==> src/rtl/fsm_cmd_arbiter_if.sv <==
// Requester-side command bus: requests and commands in, grant/strobe/status out.
`timescale 1ns/1ps
interface fsm_cmd_arbiter_if #(
  parameter int N_REQ = 4,
  parameter int CMD_W = 3
);
  logic [N_REQ-1:0]       req;
  logic [N_REQ*CMD_W-1:0] req_cmd;
  logic                   cmd_done;
  logic [N_REQ-1:0]       gnt;
  logic                   cmd_valid;
  logic [CMD_W-1:0]       cmd_out;
  logic [N_REQ-1:0]       lockout;
  logic                   illegal_err;
  logic                   timeout_err;

  modport master (
    output req, req_cmd, cmd_done,
    input  gnt, cmd_valid, cmd_out, lockout, illegal_err, timeout_err
  );

  modport slave (
    input  req, req_cmd, cmd_done,
    output gnt, cmd_valid, cmd_out, lockout, illegal_err, timeout_err
  );
endinterface

==> src/rtl/fsm_cmd_arbiter.sv <==
// Round-robin arbiter feeding one command FSM: legality check, one-cycle issue strobe,
// grant held until done or timeout, sticky lockout of repeat offenders.
`timescale 1ns/1ps
module fsm_cmd_arbiter #(
  parameter int N_REQ     = 4,
  parameter int CMD_W     = 3,
  parameter int ERR_LIMIT = 3,
  parameter int TIMEOUT   = 15
) (
  input  logic             clk,
  input  logic             rst_n,
  fsm_cmd_arbiter_if.slave s_bus
);
  localparam int PTR_W = (N_REQ > 1) ? $clog2(N_REQ) : 1;
  localparam int ERR_W = $clog2(ERR_LIMIT + 1);
  localparam int TMR_W = $clog2(TIMEOUT + 1);

  typedef enum logic [1:0] {
    IDLE  = 2'd0,
    ISSUE = 2'd1,
    WAIT  = 2'd2,
    ABORT = 2'd3
  } state_t;

  state_t           r_state;
  state_t           w_state_nxt;
  logic [PTR_W-1:0] r_ptr, w_ptr_nxt;
  logic [PTR_W-1:0] r_idx, w_idx_nxt;
  logic [TMR_W-1:0] r_timer, w_timer_nxt;
  logic [ERR_W-1:0] r_err_cnt     [N_REQ];
  logic [ERR_W-1:0] w_err_cnt_nxt [N_REQ];
  logic [N_REQ-1:0] r_gnt, w_gnt_nxt;
  logic             r_cmd_valid, w_cmd_valid_nxt;
  logic [CMD_W-1:0] r_cmd_out, w_cmd_out_nxt;
  logic [N_REQ-1:0] r_lockout, w_lockout_nxt;
  logic             r_illegal_err, w_illegal_err_nxt;
  logic             r_timeout_err, w_timeout_err_nxt;

  logic [N_REQ-1:0] w_elig;
  logic [PTR_W-1:0] w_sel;
  logic             w_found;
  logic [CMD_W-1:0] w_sel_cmd;
  logic             w_sel_legal;
  logic             w_timer_last;
  logic [ERR_W-1:0] w_err_inc;

  function automatic logic [PTR_W-1:0] f_wrap(input logic [PTR_W-1:0] base, input int off);
    return PTR_W'((int'(base) + off) % N_REQ);
  endfunction

  function automatic logic [PTR_W-1:0] f_next_idx(input logic [PTR_W-1:0] idx);
    return f_wrap(idx, 1);
  endfunction

  function automatic logic f_is_legal(input logic [CMD_W-1:0] cmd);
    return (cmd != '0) && (cmd <= CMD_W'(3));
  endfunction

  function automatic logic [ERR_W-1:0] f_sat_inc(input logic [ERR_W-1:0] cnt);
    if (int'(cnt) >= ERR_LIMIT) return cnt;
    return cnt + ERR_W'(1);
  endfunction

  assign w_elig = s_bus.req & ~r_lockout;
  assign w_found = |w_elig;

  // Walk downward so the last hit is the one closest to the pointer.
  always_comb begin
    w_sel = r_ptr;
    for (int i = N_REQ - 1; i >= 0; i--) begin
      if (w_elig[f_wrap(r_ptr, i)]) w_sel = f_wrap(r_ptr, i);
    end
  end

  assign w_sel_cmd    = CMD_W'(s_bus.req_cmd >> (int'(w_sel) * CMD_W));
  assign w_sel_legal  = f_is_legal(w_sel_cmd);
  assign w_timer_last = (r_timer == TMR_W'(TIMEOUT - 1));
  assign w_err_inc    = f_sat_inc(r_err_cnt[w_sel]);

  always_ff @(posedge clk) begin
    if (!rst_n) r_state <= IDLE;
    else        r_state <= w_state_nxt;
  end

  always_comb begin
    w_state_nxt = IDLE;
    case (r_state)
      IDLE:    w_state_nxt = (w_found && w_sel_legal) ? ISSUE : IDLE;
      ISSUE:   w_state_nxt = WAIT;
      WAIT: begin
        if (s_bus.cmd_done)    w_state_nxt = IDLE;
        else if (w_timer_last) w_state_nxt = ABORT;
        else                   w_state_nxt = WAIT;
      end
      ABORT:   w_state_nxt = IDLE;
      default: w_state_nxt = IDLE;
    endcase
  end

  // Next values of the registered outputs; done beats a coincident timeout.
  always_comb begin
    w_ptr_nxt         = r_ptr;
    w_idx_nxt         = r_idx;
    w_timer_nxt       = r_timer;
    w_gnt_nxt         = r_gnt;
    w_cmd_valid_nxt   = 1'b0;
    w_cmd_out_nxt     = r_cmd_out;
    w_lockout_nxt     = r_lockout;
    w_illegal_err_nxt = 1'b0;
    w_timeout_err_nxt = 1'b0;
    for (int i = 0; i < N_REQ; i++) w_err_cnt_nxt[i] = r_err_cnt[i];

    case (r_state)
      IDLE: begin
        if (w_found) begin
          if (w_sel_legal) begin
            w_cmd_out_nxt    = w_sel_cmd;
            w_gnt_nxt        = '0;
            w_gnt_nxt[w_sel] = 1'b1;
            w_idx_nxt        = w_sel;
            w_cmd_valid_nxt  = 1'b1;
          end else begin
            w_illegal_err_nxt    = 1'b1;
            w_err_cnt_nxt[w_sel] = w_err_inc;
            if (int'(w_err_inc) == ERR_LIMIT) w_lockout_nxt[w_sel] = 1'b1;
            w_ptr_nxt = f_next_idx(w_sel);
          end
        end
      end
      ISSUE: w_timer_nxt = '0;
      WAIT: begin
        if (s_bus.cmd_done) begin
          w_gnt_nxt = '0;
          w_ptr_nxt = f_next_idx(r_idx);
        end else if (w_timer_last) begin
          w_gnt_nxt         = '0;
          w_ptr_nxt         = f_next_idx(r_idx);
          w_timeout_err_nxt = 1'b1;
        end else begin
          w_timer_nxt = r_timer + TMR_W'(1);
        end
      end
      ABORT:   w_gnt_nxt = '0;
      default: w_gnt_nxt = '0;
    endcase
  end

  always_ff @(posedge clk) begin
    if (!rst_n) begin
      r_ptr         <= '0;
      r_idx         <= '0;
      r_timer       <= '0;
      r_gnt         <= '0;
      r_cmd_valid   <= 1'b0;
      r_cmd_out     <= '0;
      r_lockout     <= '0;
      r_illegal_err <= 1'b0;
      r_timeout_err <= 1'b0;
      for (int i = 0; i < N_REQ; i++) r_err_cnt[i] <= '0;
    end else begin
      r_ptr         <= w_ptr_nxt;
      r_idx         <= w_idx_nxt;
      r_timer       <= w_timer_nxt;
      r_gnt         <= w_gnt_nxt;
      r_cmd_valid   <= w_cmd_valid_nxt;
      r_cmd_out     <= w_cmd_out_nxt;
      r_lockout     <= w_lockout_nxt;
      r_illegal_err <= w_illegal_err_nxt;
      r_timeout_err <= w_timeout_err_nxt;
      for (int i = 0; i < N_REQ; i++) r_err_cnt[i] <= w_err_cnt_nxt[i];
    end
  end

  assign s_bus.gnt         = r_gnt;
  assign s_bus.cmd_valid   = r_cmd_valid;
  assign s_bus.cmd_out     = r_cmd_out;
  assign s_bus.lockout     = r_lockout;
  assign s_bus.illegal_err = r_illegal_err;
  assign s_bus.timeout_err = r_timeout_err;
endmodule

==> src/flat_wrapper.sv <==
// flat-port wrapper written by rule: the top's interface ports become plain ports
module fsm_cmd_arbiter_flat 
#(
  parameter int N_REQ     = 4,
  parameter int CMD_W     = 3,
  parameter int ERR_LIMIT = 3,
  parameter int TIMEOUT   = 15
)
  (clk, rst_n, s_bus_req, s_bus_req_cmd, s_bus_cmd_done, s_bus_gnt, s_bus_cmd_valid, s_bus_cmd_out, s_bus_lockout, s_bus_illegal_err, s_bus_timeout_err);
  fsm_cmd_arbiter_if #(.N_REQ(N_REQ), .CMD_W(CMD_W)) s_bus_i ();
  input  logic clk;
  input  logic rst_n;
  input wire logic [$bits(s_bus_i.req)-1:0] s_bus_req;
  input wire logic [$bits(s_bus_i.req_cmd)-1:0] s_bus_req_cmd;
  input wire logic [$bits(s_bus_i.cmd_done)-1:0] s_bus_cmd_done;
  output wire logic [$bits(s_bus_i.gnt)-1:0] s_bus_gnt;
  output wire logic [$bits(s_bus_i.cmd_valid)-1:0] s_bus_cmd_valid;
  output wire logic [$bits(s_bus_i.cmd_out)-1:0] s_bus_cmd_out;
  output wire logic [$bits(s_bus_i.lockout)-1:0] s_bus_lockout;
  output wire logic [$bits(s_bus_i.illegal_err)-1:0] s_bus_illegal_err;
  output wire logic [$bits(s_bus_i.timeout_err)-1:0] s_bus_timeout_err;
  assign s_bus_i.req = s_bus_req;
  assign s_bus_i.req_cmd = s_bus_req_cmd;
  assign s_bus_i.cmd_done = s_bus_cmd_done;
  assign s_bus_gnt = s_bus_i.gnt;
  assign s_bus_cmd_valid = s_bus_i.cmd_valid;
  assign s_bus_cmd_out = s_bus_i.cmd_out;
  assign s_bus_lockout = s_bus_i.lockout;
  assign s_bus_illegal_err = s_bus_i.illegal_err;
  assign s_bus_timeout_err = s_bus_i.timeout_err;
  fsm_cmd_arbiter #(.N_REQ(N_REQ), .CMD_W(CMD_W), .ERR_LIMIT(ERR_LIMIT), .TIMEOUT(TIMEOUT)) u_core (.clk(clk), .rst_n(rst_n), .s_bus(s_bus_i));
endmodule
==> config.mk <==
export PLATFORM = sky130hd
export DESIGN_NAME = fsm_cmd_arbiter_flat
export DESIGN_NICKNAME = d
export VERILOG_FILES = /design/src/rtl/fsm_cmd_arbiter_if.sv /design/src/rtl/fsm_cmd_arbiter.sv /design/src/flat_wrapper.sv
export SDC_FILE = /design/constraint.sdc
export NUM_CORES = 1
export LEC_CHECK = 0
export CORE_UTILIZATION = 47
export DETAILED_ROUTE_END_ITERATION = 7
export GPL_ROUTABILITY_DRIVEN = 1
export PLACE_DENSITY = 0.82
export SETUP_SLACK_MARGIN = 0.2
export SYNTH_ARGS = -nofsm -noshare
export SYNTH_HDL_FRONTEND = slang
export SYNTH_SLANG_ARGS = --single-unit
export TNS_END_PERCENT = 50
==> constraint.sdc <==
create_clock -name clk -period 1.92 [get_ports clk]
set_input_delay 0.288 -clock clk [delete_from_list [all_inputs] [get_ports clk]]
set_output_delay 0.288 -clock clk [all_outputs]
set_load 0.01 [all_outputs]
=== Word-level counts from Yosys, hierarchy flattened ===
Memory sizes are Yosys's and may differ from the RTL's.
Cells that the tools add are included.
W data, S select, Z words.

* $add $sub $neg: 7
* Multipliers: 1
* $lt $le $gt $ge: 10
* Equal/unequal tests: 11
* Shift operators: 1
* Muxes and demuxes: 49
* Bitwise logic cells: 11
* Reduce and logical (&&, ||, !) cells: 17

{| class="wikitable"
|+ Operators with widths
! kind !! count
|-
| $mux W2 || 16
|-
| $shr A12 B32 Y3 || 1
|-
| $mux W4 || 6
|-
| $mux W8 || 3
|-
| $lt A2 B3 Y1 const B || 5
|-
| $mux W1 || 13
|-
| $pmux W4 S3 || 1
|-
| $reduce_and A4 Y1 || 3
|-
| $reduce_and A3 Y1 || 3
|-
| $add A2 B1 Y2 const B || 4
|-
| $bmux W1 S2 || 4
|-
| $bwmux W8 || 1
|-
| $pmux W2 S4 || 1
|-
| $pmux W4 S2 || 1
|-
| $ne A2 B2 Y1 const B || 3
|-
| $reduce_bool A3 Y1 || 2
|-
| $add A2 B2 Y2 const B || 2
|-
| $add A4 B1 Y4 const B || 1
|-
| $and A4 B4 Y4 || 1
|-
| $demux W2 S2 || 1
|-
| $eq A2 B1 Y1 const B || 2
|-
| $eq A2 B2 Y1 const B || 2
|-
| $eq A4 B4 Y1 const B || 1
|-
| $logic_and A1 B1 Y1 || 4
|-
| other kinds (19) || 26
|}

* Bits in registers: 24
* Bits in writable memories: 8
* Input port bits: 19
* Output and inout port bits: 14
* Logic and storage cells: 118
* Memories kept: 1

{| class="wikitable"
|+ Memories
! memory !! words !! width !! rd ports !! clocked after Yosys merged registers in !! write ports !! RTL line !! RTL
|-
| u_core.r_err_cnt || 4 || 2 || 5 || 0 || 4 || fsm_cmd_arbiter.sv:30 || <nowiki>logic [ERR_W-1:0] r_err_cnt [N_REQ];</nowiki>
|}

=== Longest topological paths before layout ===
Gate-level depths: netlist (run 1).

* Word-level depth: 18
* Mapped depth: 9
* Depth with buffers taken out: 8

=== Worst setup path before layout (run 1) ===
Ideal clock, no wire load.

* Kind: reg2reg
* Start: register u_core.r_lockout[0] (netlist: u_core.s_bus.lockout[0])
* End: memory u_core.r_err_cnt[0][0] (netlist name)
* Library setup time: 0.092 ns
* Data arrival time: 1.801 ns
* Required time: 1.828 ns
* Slack: 0.027 ns
* Stages on the path, launching flop included: 8
* Path buffers: 1
* Period minus slack after synthesis: 1.893 ns
* Path through: dfxtp_1 nand2b_1 o21ai_2 o21a_1 buf_6 mux2_4 nor3b_4 o32ai_1

{| class="wikitable"
|+ RTL lines
! item !! RTL line !! RTL
|-
| from (decl) || fsm_cmd_arbiter.sv:35 || <nowiki>logic [N_REQ-1:0] r_lockout, w_lockout_nxt;</nowiki>
|-
| from (signal assigned) || fsm_cmd_arbiter.sv:167 || <nowiki>r_lockout <= w_lockout_nxt;</nowiki>
|-
| to (decl) || fsm_cmd_arbiter.sv:30 ||
|}

=== Final worst setup path (run 1) ===
* Start: register u_core.r_lockout[2] (netlist: u_core.s_bus.lockout[2])
* End: register u_core.r_cmd_out[1] (netlist: u_core.s_bus.cmd_out[1])

* Word-level cells in the longest chain between the ends: 13
* Elaborated cells between the ends (all ways): 21
* Those cells by class: 1 x mul; 1 x order compare; 1 x shift; 12 x mux; 2 x bitwise; 4 x reduce/logical

{| class="wikitable"
|+ RTL lines
! item !! RTL line !! RTL
|-
| $not A4 Y4 * || fsm_cmd_arbiter.sv:64 || <nowiki>assign w_elig = s_bus.req & ~r_lockout;</nowiki>
|-
| $and A4 B4 Y4 * || fsm_cmd_arbiter.sv:64 ||
|-
| $bmux W1 S2 || fsm_cmd_arbiter.sv:71 || <nowiki>if (w_elig[f_wrap(r_ptr, i)]) w_sel = f_wrap(r_ptr, i);</nowiki>
|-
| $mux W1 (not written as such) || fsm_cmd_arbiter.sv:71 ||
|-
| $mux W2 (4 in a row) || fsm_cmd_arbiter.sv:71 ||
|-
| $mul A2 B2 Y4 || fsm_cmd_arbiter.sv:75 || <nowiki>assign w_sel_cmd = CMD_W'(s_bus.req_cmd >> (int'(w_sel) * CMD_W));</nowiki>
|-
| $shr A12 B32 Y3 || fsm_cmd_arbiter.sv:75 ||
|-
| $le A3 B2 Y1 / $reduce_bool A3 Y1 (equally long branches) || fsm_cmd_arbiter.sv:56 || <nowiki>return (cmd != '0) && (cmd <= CMD_W'(3));</nowiki>
|-
| $logic_and A1 B1 Y1 || fsm_cmd_arbiter.sv:56 ||
|-
| $reduce_and A3 Y1 (no source line) || -- ||
|-
| to (signal assigned) || fsm_cmd_arbiter.sv:166 || <nowiki>r_cmd_out <= w_cmd_out_nxt;</nowiki>
|-
| to (decl) || fsm_cmd_arbiter.sv:34 || <nowiki>logic [CMD_W-1:0] r_cmd_out, w_cmd_out_nxt;</nowiki>
|}

Mark *: on every way between the ends. The rest lies on a longest branch, timed or not. The select of a mux whose other input is x is not followed.
A chain may end at the register's enable or synchronous reset.

==> results of run 1 <==
## what timing repair did
item / 4_1_cts / 5_1_grt
endpoints found under the hold margin: 0 / 0
buffers inserted: 10 / 19
endpoints found under the setup margin: 26 / 27
resized for setup: 35 / 29
pin swaps: 16 / 21
## how the worst max path moves through the flow
stage                     cells after the start  slack, ns                            startpoint                              endpoint
after floorplan                               9       0.13  u_core.s_bus.lockout[3]$_SDFFE_PN0P_          u_core.r_ptr[0]$_SDFFE_PN0P_
after global placement                        9      -0.44                          s_bus_req[3]  u_core.s_bus.cmd_out[1]$_SDFFE_PN0P_
after detailed placement                      8      -0.50                          s_bus_req[2]      u_core.s_bus.gnt[1]$_SDFFE_PN0P_
after CTS                                     7      -0.01  u_core.s_bus.lockout[2]$_SDFFE_PN0P_   u_core.r_err_cnt[1][0]$_SDFFE_PN0P_
after global routing                          9      -0.16  u_core.s_bus.lockout[2]$_SDFFE_PN0P_  u_core.s_bus.cmd_out[1]$_SDFFE_PN0P_
final                                         9      -0.12  u_core.s_bus.lockout[2]$_SDFFE_PN0P_  u_core.s_bus.cmd_out[1]$_SDFFE_PN0P_
## cell type report
class                      count  area [µm²]
multi-input combinational    145        1314
clock inverter                 2       35.03
sequential                    32       651.9
inverter                      12       45.04
clock buffer                   6       72.57
tap                           46       57.56
timing repair buffer         105       904.6
fill                         166       387.9
## kinds of logic after synthesis
kind of cell             share of synthesized area, %
adder cells (fa/ha/maj)                         1.409
buffers and inverters                           5.919
flip-flops                                      36.08
AND/OR/NAND/NOR                                 23.26
multiplexers                                    4.933
XOR/XNOR                                        1.974
AO/OA/AOI/OAI                                   26.43
## placed cells by master (no fill, tap or decap), types with 5 or more instances in the layout
cell type,n
buf_6,9
inv_1,12
nor2b_1,6
clkbuf_8,5
dfxtp_1,25
dfxtp_2,6
nand2_1,24
o32ai_2,9
nor2_1,8
mux2i_1,5
buf_4,64
clkdlybuf4s50_1,28
o211ai_1,14
## flip-flops by register name (all words and copies together), names as in the netlist
| register | cells |
|---|---|
| u_core.r_err_cnt | 8 |
| u_core.r_ptr | 2 |
| u_core.s_bus.timeout_err | 1 |
| u_core.s_bus.lockout | 4 |
| u_core.s_bus.gnt | 4 |
| u_core.s_bus.cmd_valid | 1 |
| u_core.r_idx | 2 |
| u_core.r_state | 2 |
| u_core.r_timer | 4 |
| u_core.s_bus.cmd_out | 3 |
| u_core.s_bus.illegal_err | 1 |
## per-stage QoR
stage,util (%),setup slack (ns),power [mW]
3_3_place_gp,71.25,-0.4367,2.559
3_5_place_dp,71.25,-0.4969,2.590
2_1_floorplan,-,0.1292,1.910
4_1_cts,81.39,-0.01033,3.575
5_1_grt,88.82,-0.1631,4.265
6_report,88.82,-0.1173,4.115
## layer usage
layer	global-route usage [%]	up-vias
li1	-	945
met3	7.609	37
met5	0	-
met2	52.53	160
met4	17.33	0
met1	36.32	1043
## worst reg2reg max path: stages, from the launching register on
cell      delay, ns
dfxtp_4        0.36
nand2b_4       0.16
a311oi_2       0.37
buf_4          0.19
a21oi_4        0.06
buf_4          0.18
buf_4          0.15
o211ai_1       0.13
o211ai_1       0.16
mux2i_1        0.18
## where the power goes
part	switching, mW	total (mW)	leakage (nW)	internal, mW
sequential	0.140	0.971	0.264	0.831
combinational	1.23	2.47	0.935	1.24
clock	0.286	0.671	0.0552	0.386
total	1.66	4.12	1.25	2.46
==> flow_metrics.env, run 1 <==
export IMPL_yosys_area_top_type="dfxtp_1"
export IMPL_crit_family="compound AO/OA/AOI/OAI gates"
export IMPL_fin_area_mm2=0.003080
export IMPL_htreeDepth=2
export IMPL_maxSlewViolCount=0
export IMPL_drc=0
export IMPL_dp_cells=311
export IMPL_fmax_ghz=0.4908
export IMPL_totalWireLength_um=7709
export IMPL_worstPathArrival_ns=2.26
export IMPL_holdWs_ns=0.5022
export IMPL_gpl_final_weighted_congestion=0.8644
export IMPL_cts_sinks=32
export IMPL_rrSetupSlack_ns=-0.12
export IMPL_route_met3_wl_um=615
export IMPL_grt_pass1_vias=2039
export IMPL_max_slew_margin_rel_pct=66.51
export IMPL_floorplan_initialDensity_pct=51.19
export IMPL_rr_startpoint="u_core.s_bus.lockout[2]$_SDFFE_PN0P_"
export IMPL_pin_count=33
export IMPL_clock_latency_ns=0.30
export IMPL_hold_path_class="reg -> reg"
export IMPL_peakVddDrop_mv=0.9724
export IMPL_synth_ff_type="dfxtp_1"
export IMPL_overflow=0
export IMPL_fin_ws_ns=-0.1173
export IMPL_grt_max_degree=11
export IMPL_hold_buffers=0
export IMPL_post_route_min_period_ns=2.037
export IMPL_grt_pass1_wl_um=9708
export IMPL_crit_type="reg -> reg"
export IMPL_placed_area_mm2=0.002471
export IMPL_period_share_pct=106.1
export IMPL_synthCells=199
export IMPL_hold_violations=0
export IMPL_synthArstFlopShare_pct=0
export IMPL_synth_area_mm2=0.001775
export IMPL_die_width_um=63.46
export IMPL_cpMostUsedCell="buf_4"
export IMPL_synth_top_area_share_pct=36.08
export IMPL_synth_most_common_cell="dfxtp_1"
export IMPL_ys_warn_count=0
export IMPL_die_area_mm2=0.004027
export IMPL_cts_tree="built"
export IMPL_ys_top_cells_by_count="dfxtp_1, nand2_1, o211ai_1"
export IMPL_cp_start_kind="flip-flop"
export IMPL_worstHoldStart="u_core.s_bus.cmd_out[2]$_SDFFE_PN0P_"
export IMPL_wire_per_inst_um=22.15
export IMPL_antenna_left=0
export IMPL_grt_use_total_pct=31.37
export IMPL_crit_chain="nand2b_4 > a311oi_2 > buf_4 > a21oi_4 > buf_4 > buf_4 > o211ai_1 > o211ai_1 > mux2i_1"
export IMPL_fp_row_count=21
export IMPL_synth_cell_types=47
export IMPL_r2r_cells=9
export IMPL_firstDrtPassIters=5
export IMPL_cp_max_fo=7
export IMPL_synth_edf_count=0
export IMPL_maxCapViolations=0
export IMPL_wl_met2_um=3818
export IMPL_syn_avg_cell_area_um2=8.922
export IMPL_io_buffers=32
export IMPL_slowest_stage="a311oi_2"
export IMPL_syn_nets=220
export IMPL_dr_total_vias=2185
export IMPL_powerDensity_mw_per_mm2=1336
export IMPL_total_leakage_power_nw=1.254
export IMPL_drt_iter0_drc=194
export IMPL_drt_met1_wl_um=2895
export IMPL_violations="negative setup slack"
export IMPL_num_nets_final=322
export IMPL_fin_setup_tns_ns=-0.8758
export IMPL_r2r_end="u_core.s_bus.cmd_out[1]$_SDFFE_PN0P_"
export IMPL_routed_top_layer="met4"
export IMPL_yosys_register_bits=32
export IMPL_die_h_um=63.46
export IMPL_skew_ns=0.01490
export IMPL_hpwl_um=3400
export IMPL_status="finished with violations"
export IMPL_setup_viol_count_final=19
export IMPL_path_buf_inv=3
export IMPL_grt_setup_unrepaired="true"
export IMPL_whs_path_depth=1
export IMPL_area_growth_pct=73.50
export IMPL_cpPeakStageDelay_ns=0.37
export IMPL_end_kind="flip-flop"
export IMPL_cts_buffer_depth=2
export IMPL_cts_root_buf="clkbuf_8"
export IMPL_hold_end="u_core.s_bus.cmd_out[2]$_SDFFE_PN0P_"
export IMPL_required_ns=2.14
export IMPL_cts_buffers_inserted=5
export IMPL_worst_pin_slew_ns=0.5013
export IMPL_yosysSeqAreaShare_pct=36.08
export IMPL_final_cells=348
export IMPL_antenna_found_initial=0
export IMPL_avgViaCountPerCell=6.279
export IMPL_diodes=0
export IMPL_synth_top_cells_by_area="dfxtp_1, o211ai_1, o32ai_1, nand2_1, nor2b_1"
export IMPL_drive_gt1_share_pct=45.36
export IMPL_core_mm2=0.003468
export IMPL_clk_pin_slew_ns=0.07
No activity file was read; power rests on OpenSTA's default activity.
==> run 2: changes to the inputs <==
SLEW_MARGIN = 10   (was unset)
==> results of run 2 <==
No change in the layout: final DEF, timing and power equal those of run 1.
==> run 3: changes to the inputs <==
CTS_CLUSTER_DIAMETER = 50   (was unset)
==> results of run 3 <==
No change in the layout: final DEF, timing and power equal those of run 1.
